File: config.mk
export PLATFORM = sky130hd
export DESIGN_NAME = n2p_vc_fifo
export DESIGN_NICKNAME = d
export VERILOG_FILES = /design/src/rtl/n2p_pkg.sv /design/src/rtl/n2p_vc_ctrl.sv /design/src/rtl/n2p_vc_fifo.sv
export SDC_FILE = /design/constraint.sdc
export NUM_CORES = 1
export LEC_CHECK = 0
export CORE_MARGIN = 2
export CORE_UTILIZATION = 28
export DETAILED_ROUTE_END_ITERATION = 10
export GPL_TIMING_DRIVEN = 0
export PLACE_DENSITY = 0.51
export SYNTH_ARGS = -nofsm -noshare
export SYNTH_HDL_FRONTEND = slang
export SYNTH_HIERARCHICAL = 1
export SYNTH_SLANG_ARGS = --single-unit
File: constraint.sdc
create_clock -name clk -period 4.29 [get_ports clk]
set_input_delay 0.6435 -clock clk [delete_from_list [all_inputs] [get_ports clk]]
set_output_delay 0.6435 -clock clk [all_outputs]
set_load 0.005 [all_outputs]
File: src/rtl/n2p_pkg.sv
// Shared types and constants for the node-to-port VC ingress buffer.
package n2p_pkg;

    localparam int unsigned N2P_DATA_WIDTH = 9;
    localparam int unsigned N2P_NUM_VC     = 2;
    localparam int unsigned N2P_VCW        = (N2P_NUM_VC > 1) ? $clog2(N2P_NUM_VC) : 1;
    localparam int unsigned N2P_MAX_DW     = 64;

    typedef logic [N2P_VCW-1:0]        vc_idx_t;
    typedef logic [N2P_DATA_WIDTH-1:0] flit_t;

    // Idle word: MSB set, all other bits zero; callers truncate to their flit width.
    function automatic logic [N2P_MAX_DW-1:0] idle_flit(input int unsigned dw);
        return N2P_MAX_DW'(1) << (dw - 1);
    endfunction

endpackage

File: src/rtl/n2p_vc_ctrl.sv
// Per-VC pointer/occupancy tracker: accepts requests, produces empty/full/almost-full.
module n2p_vc_ctrl
    import n2p_pkg::*;
#(
    parameter int unsigned ADDR_WIDTH   = 2,
    parameter int unsigned AFULL_THRESH = 3
) (
    input  logic                  clk,
    input  logic                  rst,
    input  logic                  wr_req_i,
    input  logic                  rd_req_i,
    output logic                  wr_acc_c,
    output logic                  rd_acc_c,
    output logic                  empty_c,
    output logic                  full_c,
    output logic                  afull_c,
    output logic [ADDR_WIDTH-1:0] wptr_o,
    output logic [ADDR_WIDTH-1:0] rptr_o,
    output logic [ADDR_WIDTH:0]   count_o
);

    localparam int unsigned DEPTH = 1 << ADDR_WIDTH;
    localparam int unsigned CW    = ADDR_WIDTH + 1;

    logic [ADDR_WIDTH-1:0] wptr_q, wptr_d;
    logic [ADDR_WIDTH-1:0] rptr_q, rptr_d;
    logic [CW-1:0]         count_q, count_d;

    // Full is judged on the pre-edge count, so a same-cycle read never frees room for a write.
    assign empty_c  = (count_q == '0);
    assign full_c   = (count_q == CW'(DEPTH));
    assign afull_c  = (count_q >= CW'(AFULL_THRESH));
    assign wr_acc_c = wr_req_i && !full_c;
    assign rd_acc_c = rd_req_i && !empty_c;

    always_comb begin
        wptr_d  = wptr_q;
        rptr_d  = rptr_q;
        count_d = count_q;
        if (wr_acc_c) wptr_d = wptr_q + ADDR_WIDTH'(1);
        if (rd_acc_c) rptr_d = rptr_q + ADDR_WIDTH'(1);
        if (wr_acc_c && !rd_acc_c) count_d = count_q + CW'(1);
        else if (rd_acc_c && !wr_acc_c) count_d = count_q - CW'(1);
    end

    always_ff @(posedge clk or posedge rst) begin
        if (rst) begin
            wptr_q  <= '0;
            rptr_q  <= '0;
            count_q <= '0;
        end else begin
            wptr_q  <= wptr_d;
            rptr_q  <= rptr_d;
            count_q <= count_d;
        end
    end

    assign wptr_o  = wptr_q;
    assign rptr_o  = rptr_q;
    assign count_o = count_q;

endmodule

File: src/rtl/n2p_vc_fifo.sv
// Node-to-port ingress buffer: NUM_VC independent FIFOs, one write and one read per cycle.
// Optional sticky overflow/underflow flags with err_clr when N2P_VC_FIFO_ERR_EN is defined.
module n2p_vc_fifo
    import n2p_pkg::*;
#(
    parameter int unsigned DATA_WIDTH   = N2P_DATA_WIDTH,
    parameter int unsigned ADDR_WIDTH   = 2,
    parameter int unsigned NUM_VC       = N2P_NUM_VC,
    parameter int unsigned AFULL_THRESH = (1 << ADDR_WIDTH) - 1,
    localparam int unsigned VCW         = (NUM_VC > 1) ? $clog2(NUM_VC) : 1,
    localparam int unsigned CW          = ADDR_WIDTH + 1
) (
    input  logic                   clk,
    input  logic                   rst,
    input  logic                   wr_en,
    input  logic [VCW-1:0]         wr_vc,
    input  logic [DATA_WIDTH-1:0]  data_in,
    input  logic                   rd_en,
    input  logic [VCW-1:0]         rd_vc,
    output logic [DATA_WIDTH-1:0]  data_out,
    output logic                   rd_valid,
    output logic [NUM_VC-1:0]      empty,
    output logic [NUM_VC-1:0]      full,
    output logic [NUM_VC-1:0]      afull,
`ifdef N2P_VC_FIFO_ERR_EN
    input  logic                   err_clr,
    output logic [NUM_VC-1:0]      ovf_err,
    output logic [NUM_VC-1:0]      udf_err,
`endif
    output logic [NUM_VC*CW-1:0]   count
);

    localparam int unsigned DEPTH = 1 << ADDR_WIDTH;
    localparam logic [DATA_WIDTH-1:0] IDLE = DATA_WIDTH'(idle_flit(DATA_WIDTH));

    logic [NUM_VC-1:0]     wr_req, rd_req, wr_acc, rd_acc;
    logic [ADDR_WIDTH-1:0] wptr [NUM_VC];
    logic [ADDR_WIDTH-1:0] rptr [NUM_VC];
    logic [DATA_WIDTH-1:0] head [NUM_VC];
    logic [DATA_WIDTH-1:0] head_c;
    logic [DATA_WIDTH-1:0] data_out_q;
    logic                  rd_valid_q;

    for (genvar v = 0; v < NUM_VC; v++) begin : g_vc
        logic [DATA_WIDTH-1:0] mem_q [DEPTH];

        // Out-of-range VC indices never match any v, so they are ignored here.
        assign wr_req[v] = wr_en && (wr_vc == VCW'(v));
        assign rd_req[v] = rd_en && (rd_vc == VCW'(v));

        n2p_vc_ctrl #(
            .ADDR_WIDTH   (ADDR_WIDTH),
            .AFULL_THRESH (AFULL_THRESH)
        ) u_ctrl (
            .clk      (clk),
            .rst      (rst),
            .wr_req_i (wr_req[v]),
            .rd_req_i (rd_req[v]),
            .wr_acc_c (wr_acc[v]),
            .rd_acc_c (rd_acc[v]),
            .empty_c  (empty[v]),
            .full_c   (full[v]),
            .afull_c  (afull[v]),
            .wptr_o   (wptr[v]),
            .rptr_o   (rptr[v]),
            .count_o  (count[v*CW +: CW])
        );

        always_ff @(posedge clk) begin
            if (wr_acc[v]) mem_q[wptr[v]] <= data_in;
        end

        assign head[v] = mem_q[rptr[v]];
    end

    // At most one VC accepts a read per cycle.
    always_comb begin
        head_c = IDLE;
        for (int v = 0; v < NUM_VC; v++) begin
            if (rd_acc[v]) head_c = head[v];
        end
    end

    always_ff @(posedge clk or posedge rst) begin
        if (rst) begin
            data_out_q <= IDLE;
            rd_valid_q <= 1'b0;
        end else begin
            data_out_q <= head_c;
            rd_valid_q <= |rd_acc;
        end
    end

    assign data_out = data_out_q;
    assign rd_valid = rd_valid_q;

`ifdef N2P_VC_FIFO_ERR_EN
    logic [NUM_VC-1:0] ovf_q, udf_q;

    // Sticky flags; a new error wins over a same-cycle clear.
    always_ff @(posedge clk or posedge rst) begin
        if (rst) begin
            ovf_q <= '0;
            udf_q <= '0;
        end else begin
            ovf_q <= (ovf_q & ~{NUM_VC{err_clr}}) | (wr_req & full);
            udf_q <= (udf_q & ~{NUM_VC{err_clr}}) | (rd_req & empty);
        end
    end

    assign ovf_err = ovf_q;
    assign udf_err = udf_q;
`endif

endmodule

Word level (Yosys, flattened, before mapping)
Memory sizes are Yosys's and may differ from the RTL's.
Cells that the tools add are included.
- register bits: 24
- output and inout port bits: 22
- word-level logic and storage cells: 59
- input port bits: 15
- memories kept: 2
- memory bits (writable): 72
- memories (memory ; depth ; bits a word ; read ports ; clocked after memory_dff ; wr ports ; RTL line ; RTL):
    g_vc[0].mem_q ; 4 ; 9 ; 1 ; 0 ; 1 ; n2p_vc_fifo.sv:45 ; logic [DATA_WIDTH-1:0] mem_q [DEPTH];
    g_vc[1].mem_q ; 4 ; 9 ; 1 ; 0 ; 1 ; n2p_vc_fifo.sv:45 ;
- muxes and demuxes: 10
- add/sub/neg operators: 8
- equal/unequal tests: 2
- $lt $le $gt $ge: 2
- bitwise logic cells: 2
- reduce and logical (&&, ||, !) cells: 25
- operator list (cell ; number):
    two-way mux 9 bit ; 2
    logical AND 1 bit ; 12
    two-way mux 3 bit ; 4
    adder 2 x 1 -> 2 bit, second input constant ; 4
    logical NOT 1 bit ; 8
    adder 3 x 1 -> 3 bit, second input constant ; 2
    equality test 3 bit, second input constant ; 2
    >= comparator 3 x 2 -> 1 bit, second input constant ; 2
    logical NOT 3 bit ; 2
    subtractor 3 x 1 -> 3 bit, second input constant ; 2
    two-way mux 1 bit ; 4
    nonzero test 2 bit ; 2
    inverter 1 bit ; 2
    OR reduction 2 bit ; 1

Logic depth before layout (Yosys ltp)
Gate-level depths: netlist (run 1).
- depth in word-level cells: 7
- mapped depth: 8
- depth with buffers taken out: 8

By module
Netlist (run 1), hierarchy kept.
- by module, submodules not included (module ; sequential area each (sq um) ; area each (sq um) ; instances ; cells each):
    n2p_vc_fifo ; 2413.6 ; 3113.0 ; 1 ; 163
    n2p_vc_ctrl ; 175.2 ; 347.8 ; 2 ; 30

Worst setup path before layout (run 1)
No wires, ideal clock.
- path type: in2reg
- from: in wr_en
- to: mem g_vc[0].mem_q[0][0] in the netlist's numbering, enable pin
- data arrival time: 1.718 ns
- setup time: 0.389 ns
- required time: 3.901 ns
- slack: 2.183 ns
- path buffers: 0
- cell stages on the path: 3
- cells stage by stage: nor2b_1 and2_4 nor3b_1
- word-level cells in the longest chain between the ends: 4
- RTL lines (what ; RTL line ; RTL):
    from (decl) ; n2p_vc_fifo.sv:15 ; input logic wr_en,
    logical AND 1 bit ; n2p_vc_fifo.sv:48 ; assign wr_req[v] = wr_en && (wr_vc == VCW'(v));
    logical AND 1 bit ; n2p_vc_ctrl.sv:33 ; assign wr_acc_c = wr_req_i && !full_c;
    via wr_acc[0] ; n2p_vc_fifo.sv:36 ; logic [NUM_VC-1:0] wr_req, rd_req, wr_acc, rd_acc;
    two-way mux 1 bit ; n2p_vc_fifo.sv:70 ; if (wr_acc[v]) mem_q[wptr[v]] <= data_in;
    two-way mux 1 bit (implied by the code) ; n2p_vc_fifo.sv:70 ;
    to (decl) ; n2p_vc_fifo.sv:45 ;
The timed path passes the listed nets, and every way through them passes these cells.

Worst setup path in the final report (run 1)
- from: reg g_vc[0].u_ctrl.count_q[0]
- to: out full[0]
- word-level cells in the longest chain between the ends: 1
- RTL lines (what ; RTL line ; RTL):
    from (decl) ; n2p_vc_ctrl.sv:27 ; logic [CW-1:0] count_q, count_d;
    from (signal assigned) ; n2p_vc_ctrl.sv:54 ; count_q <= count_d;
    equality test 3 bit ; n2p_vc_ctrl.sv:31 ; assign full_c = (count_q == CW'(DEPTH));
    to (decl) ; n2p_vc_fifo.sv:23 ; output logic [NUM_VC-1:0] full,
Every way passes these cells.

==> results of run 1 <==
## cell usage after synthesis (all sizes together)
cell type	n	area share, %
dfrtp	23	15
o22a	8	1.8
inv	11	1.1
buf	5	1.2
nand3b	1	0.20
a21o	2	0.39
nor3b	2	0.39
or3b	3	0.69
xnor2	8	1.8
nor2b	2	0.33
nand3	4	0.53
clkbuf	1	0.098
and3	2	0.33
or2	1	0.16
fa	2	1.1
and3b	2	0.46
ha	2	0.66
nand2b	1	0.16
nor2	5	0.49
edfxtp	72	57
or3	2	0.33
o221ai	8	2.0
xor2	6	1.4
and2	4	0.79
mux2i	32	8.4
dfstp	1	0.69
nand2	5	0.49
o22ai	2	0.33
mux2	6	1.8
## state kept, by name, summed over array words and instances, names as in the netlist
name,flops
rd_valid,1
g_vc.u_ctrl/count_o,6
g_vc.mem_q,72
data_out,9
g_vc.u_ctrl/wptr_o,4
g_vc.u_ctrl/rptr_o,4
## final timing paths
| path | start | endpoint | slack (ns) | cells after the start |
|---|---|---|---|---|
| hold / removal | g_vc[0].u_ctrl/rptr_o[1] | g_vc[0].u_ctrl/rptr_o[1] | 0.49 | 1 |
| setup reg to reg | g_vc[1].u_ctrl/count_o[0] | data_out[1] | 2.10 | 6 |
| max in group asynchronous | rst | data_out[8] | 3.21 | 2 |
| hold reg to reg | g_vc[0].u_ctrl/rptr_o[1] | g_vc[0].u_ctrl/rptr_o[1] | 0.49 | 1 |
| min in group asynchronous | rst | g_vc[1].u_ctrl/count_o[2] | 0.61 | 2 |
| setup / recovery | g_vc[0].u_ctrl/count_o[0] | full[0] | 1.83 | 3 |
## worst max-delay path: cells and delay by family (launching register included)
family                 cells  cell delay (ns)
flip-flops                 1             0.46
buffers and inverters      2             0.57
AND/OR/NAND/NOR            1             0.45
## metrics by stage
step | std cells | power, mW | hold slack (ns) | utilization, % | area [um2]
finish | 452 | 2.90 | 0.492 | 35.4 | 4690
global route | 452 | 3.05 | 0.505 | 35.4 | 4690
CTS | 452 | 2.94 | 0.494 | 35.4 | 4690
detailed placement | 436 | 2.17 | 0.486 | 33.3 | 4410
global placement | 435 | 2.15 | 0.478 | 33.1 | 4390
floorplan | 223 | 1.80 | 0.447 | - | 3810
## kinds of logic (layout without fill, tap and decap cells)
group / count (synthesis) / in the layout / synth area share (%)
xor gates and xnor gates: 14 / 14 / 3.22
buffers and inverters: 17 / 70 / 2.40
DFF: 96 / 96 / 72.6
and+or+nand+nor: 34 / 34 / 5.36
muxes: 38 / 38 / 10.2
adders and majority gates: 4 / 4 / 1.71
AOI/OAI and AO/OA: 20 / 20 / 4.57
## power breakdown
group          total (mW)  switching [mW]  internal [mW]
sequential           1.31           0.123           1.19
clock               0.762           0.314          0.448
combinational       0.824           0.373          0.451
## cell type report
| class | instances | area [um2] | area share [%] |
|---|---|---|---|
| tap | 176 | 220 | 4.69 |
| clock inverter | 4 | 45.0 | 0.960 |
| sequential | 96 | 2760 | 58.9 |
| clock buffer | 12 | 236 | 5.04 |
| timing repair buffer | 37 | 372 | 7.92 |
| inverter | 11 | 41.3 | 0.880 |
| buffer | 6 | 50.0 | 1.07 |
| multi-input combinational | 110 | 963 | 20.5 |
## layer usage
layer  GRT usage [%]  vias up  wire, um
met1            14.2      999      3550
met3            3.77       10       286
met5               0        -         0
met2            17.9       46      3560
met4            3.05        0       112
li1                -      939         -
## cells in the final DEF, fill, tap and decap left out, types with 3 or more instances in the layout
| cell | n |
|---|---|
| clkbuf_16 | 9 |
| nor2_1 | 5 |
| nand3_1 | 4 |
| buf_6 | 4 |
| xor2_1 | 6 |
| clkbuf_1 | 4 |
| inv_1 | 11 |
| nand2_1 | 5 |
| edfxtp_1 | 72 |
| clkdlybuf4s50_1 | 36 |
| mux2i_1 | 32 |
| dfrtp_1 | 23 |
| o22a_1 | 8 |
| or3b_1 | 3 |
| mux2_2 | 6 |
| o221ai_1 | 7 |
| xnor2_1 | 8 |
==> out/qor.yml, run 1 <==
worst_path_max_delay_cell: "clkdlybuf4s50_1"
cts_sinks: 96
track_usage_pct: 11.1
final.fill_count: 1287
root_buffer: "clkbuf_16"
cts.repair.resized: 0
yosysUniqueCellTypes: 33
setup.worst_path.end_class: "output pin"
initial_core_util_pct: 28.8
period_minus_slack_ns: 2.46
chipWidth_um: 121
drtIter0Drc: 87
status: "complete, no violations"
critPathMaxStageDelay_ns: 0.49
drv_cap: 0
avgSynthCellArea_um2: 17.1
wire_per_inst_um: 16.6
ant_nets: 0
worstPathMaxFanout: 6
grt_max_degree: 15
cp_cell_sequence: "or3b_1 > inv_1 > clkdlybuf4s50_1"
cts_tree: "done"
final-max-slew-violation-count: 0
yosysWarnings: 6
worst_slack_ns: 1.83
cts_made_buffers: 9
worstSetupStartpointType: "flop"
peakVddDrop_uv: 309
skew_ns: 0.00485
first_pass_iters: 4
slew_headroom_pct: 25.2
grt_pass1_vias: 2058
io_buffers: 36
vias: 1994
crit_required_ns: 3.65
arrival_ns: 1.81
overflow: 0
p_leak_nw: 1.74
drc: 0
cts_buffer_depth: 2
synth_nets: 242
synth-seq-cells: 96
dp_slack_ns: 1.48
path_clk_slew_ns: 0.06
via_per_inst: 4.41
powerDensity_mw_per_mm2: 618
post_cts_buffers: 0
ys_seq_area_share_pct: 72.6
antenna_cells: 0
rsz0062_at_grt: "no"
netlist_instances: 223
hold_viol_final: 0
setup_viol: 0
die_h_um: 121
routed_wl_mm: 7.51
critPathKind: "flop to output pin"
gp_congestion: 0.685
dp_hpwl_mm: 4.91
setup-tns-final_ns: 0
max_freq_mhz: 407
drive_gt1_share_pct: 10.5
worst_pin_slew_ns: 1.12
grt_pass1_wl_mm: 11.7
clk_latency_ns: 0.34
io_pins: 37
dieArea_mm2: 0.0146
period_share_pct: 57.3
hold_path.class: "flop to flop"
fin_nets: 290
antenna_found_initial: 0
synthesis.area_mm2: 0.00381
placementRows: 42
syn2layout_area_growth_pct: 23.2
cts-hold-fix-buffers: 0
htree_levels: 3
coreArea_mm2: 0.0132
Note: power is estimated with default switching activity, not from simulation.
==> inputs of run 2 (changes only) <==
Clock period 4.29 ns to 2.3 ns, I/O delays scaled along.
==> run 2 against run 1 <==
Effect of this change:
- combinational power grew 87%
- global-route usage is the same
- critical path depth grew 3
- worst setup slack lost 1.7 ns
- die area is the same
- core utilization grew 0.066 points
- total power grew 87%
- critical endpoint is now g_vc[1].u_ctrl/count_o[1]
- highest routed layer unchanged
==> out/qor.yml, run 2 (synthesis gave the netlist of run 1 again) <==
ant_nets: 0  # unchanged
critPathKind: "flop to flop"
placementRows: 42  # unchanged
fin_nets: 291  # +0.34%
slew_headroom_pct: 25.8  # +0.61 points
routed_wl_mm: 7.52  # +0.13%
grt_pass1_vias: 2058  # unchanged
setup_viol: 0  # unchanged
antenna_found_initial: 0  # unchanged
worstSetupStartpointType: "flop"
fin_hold_ws_ns: 0.309  # -0.183 ns
crit_path_start: "g_vc[1].u_ctrl/count_o[0]"
die_h_um: 121  # unchanged
cts_buffer_depth: 2  # unchanged
syn2layout_area_growth_pct: 23.4
peakVddDrop_uv: 576  # +87%
p_leak_nw: 1.75  # +0.19%
drc: 0  # unchanged
final.fill_count: 1286  # -0.078%
worstPathMaxFanout: 6  # unchanged
track_usage_pct: 11.1  # unchanged
chipWidth_um: 121  # unchanged
vias: 1991  # -0.15%
period_minus_slack_ns: 2.19
dp_hpwl_mm: 4.91  # unchanged
cts_sinks: 96  # unchanged
io_pins: 37  # unchanged
period_share_pct: 95.2
dp.cells: 436  # unchanged
reg2reg_to: "g_vc[1].u_ctrl/count_o[1]"
clk_latency_ns: 0.34  # about the same
worst_pin_slew_ns: 1.11  # -0.00913 ns
antenna_cells: 0  # unchanged
hold_viol_final: 0  # unchanged
arrival_ns: 2.41  # +0.60 ns
fin_area_mm2: 0.00470  # +0.19%
r2r_start: "g_vc[1].u_ctrl/count_o[0]"
initial_core_util_pct: 28.8  # unchanged
crit_required_ns: 2.52  # -1.13 ns
worst_path_max_delay_cell: "dfrtp_1"
setup-tns-final_ns: 0  # unchanged
largest_register_ffs: 72  # unchanged
wire_per_inst_um: 16.6  # about the same
grt_pass1_wl_mm: 11.7  # unchanged
powerDensity_mw_per_mm2: 1150  # +86%
setup.worst_path.end_class: "flop"
cp_cell_sequence: "or3b_1 > and2_4 > ha_1 > inv_1 > fa_1 > mux2_2"
layout_commonest_cell: "edfxtp_1"
rsz0062_at_grt: "yes"
cts_made_buffers: 9  # unchanged
hold_path.class: "primary input to asynchronous set/reset pin"
first_pass_iters: 4  # unchanged
r2r_setup_slack_ns: 0.11  # -1.99 ns
path_clk_slew_ns: 0.06  # about the same
grt_max_degree: 15  # unchanged
drive_gt1_share_pct: 11.2  # +0.68 points
io_buffers: 36  # unchanged
final-max-slew-violation-count: 0  # unchanged
htree_levels: 3  # unchanged
gp_congestion: 0.685  # unchanged
drv_cap: 0  # unchanged
coreArea_mm2: 0.0132  # unchanged
layout_common_cells: "edfxtp_1 (72), clkdlybuf4s50_1 (36), mux2i_1 (32)"
overflow: 0  # unchanged
root_buffer: "clkbuf_16"
drtIter0Drc: 93  # +6.9%
status: "complete, no violations"
fin_cells: 453  # +0.22%
skew_ns: 0.00477  # -0.0000794 ns
critPathMaxStageDelay_ns: 0.46  # -0.03 ns
rr_worst_depth: 6  # unchanged
cts-hold-fix-buffers: 0  # unchanged
via_per_inst: 4.40  # -0.37%
max_freq_mhz: 457
placed_area_mm2: 0.00441  # unchanged
cts_tree: "done"
dieArea_mm2: 0.0146  # unchanged
finalCoreUtilization_pct: 35.5  # +0.066 points
[run 2: cell count changes in the layout (fill, tap and decap cells not counted)]
cell / change
buf_4: +1
dfrtp_1: -1
dfrtp_2: +1
[run 2: timing repair]
item                                    4_1_cts  5_1_grt
endpoints found under the setup margin        0        3
gates resized for setup                       0        1
buffers inserted                              0        1
[run 2: worst max-delay path by stage]
stage                                end  slack, ns
2_1_floorplan  g_vc[1].u_ctrl/count_o[1]       0.22
3_3_place_gp         g_vc[1].mem_q[0][6]      -0.77
3_5_place_dp         g_vc[1].mem_q[1][6]      -0.22
4_1_cts                      data_out[1]       0.09
5_1_grt                      data_out[1]      -0.02
6_report       g_vc[1].u_ctrl/count_o[1]       0.11
[run 2: critical path: cells and delay by family (launching register included)]
kind	cells	cell delay, ns
adders and majority gates	2	0.63
muxes	1	0.26
buffers and inverters	1	0.07
DFF	1	0.46
and+or+nand+nor	2	0.65
[run 2: area by class of cell]
type / count / area [um2] / share of cell area [%]
inverters: 11 / 41.3 / 0.878
clock buffers: 12 / 236 / 5.03
repair buffers: 38 / 379 / 8.06
flip-flops and latches: 96 / 2770 / 58.8
multi-input cells: 110 / 963 / 20.5
well taps: 176 / 220 / 4.68
clock inverters: 4 / 45.0 / 0.958
plain buffers: 6 / 50.0 / 1.06
[run 2: stage by stage]
step | total power [mW] | worst slack [ns]
2_1_floorplan | 3.35 | 0.221
3_3_place_gp | 4.01 | -0.773
3_5_place_dp | 4.05 | -0.215
4_1_cts | 5.49 | 0.0940
5_1_grt | 5.69 | -0.0164
6_report | 5.41 | 0.111
[run 2: power breakdown]
group,leakage [nW],switching (mW),internal [mW]
Combinational,0.670,0.698,0.845
Clock,0.132,0.583,0.836
Sequential,0.944,0.230,2.22
Total,1.75,1.51,3.90
[run 2: metal layers]
layer  vias to the layer above  global-route usage [%]  share of wire [%]
met5                         -                       0                  0
met4                         0                    3.05                1.2
met3                         8                    3.77                4.3
met2                        46                    17.9                 48
met1                       998                    14.2                 47
li1                        939                       -                  -
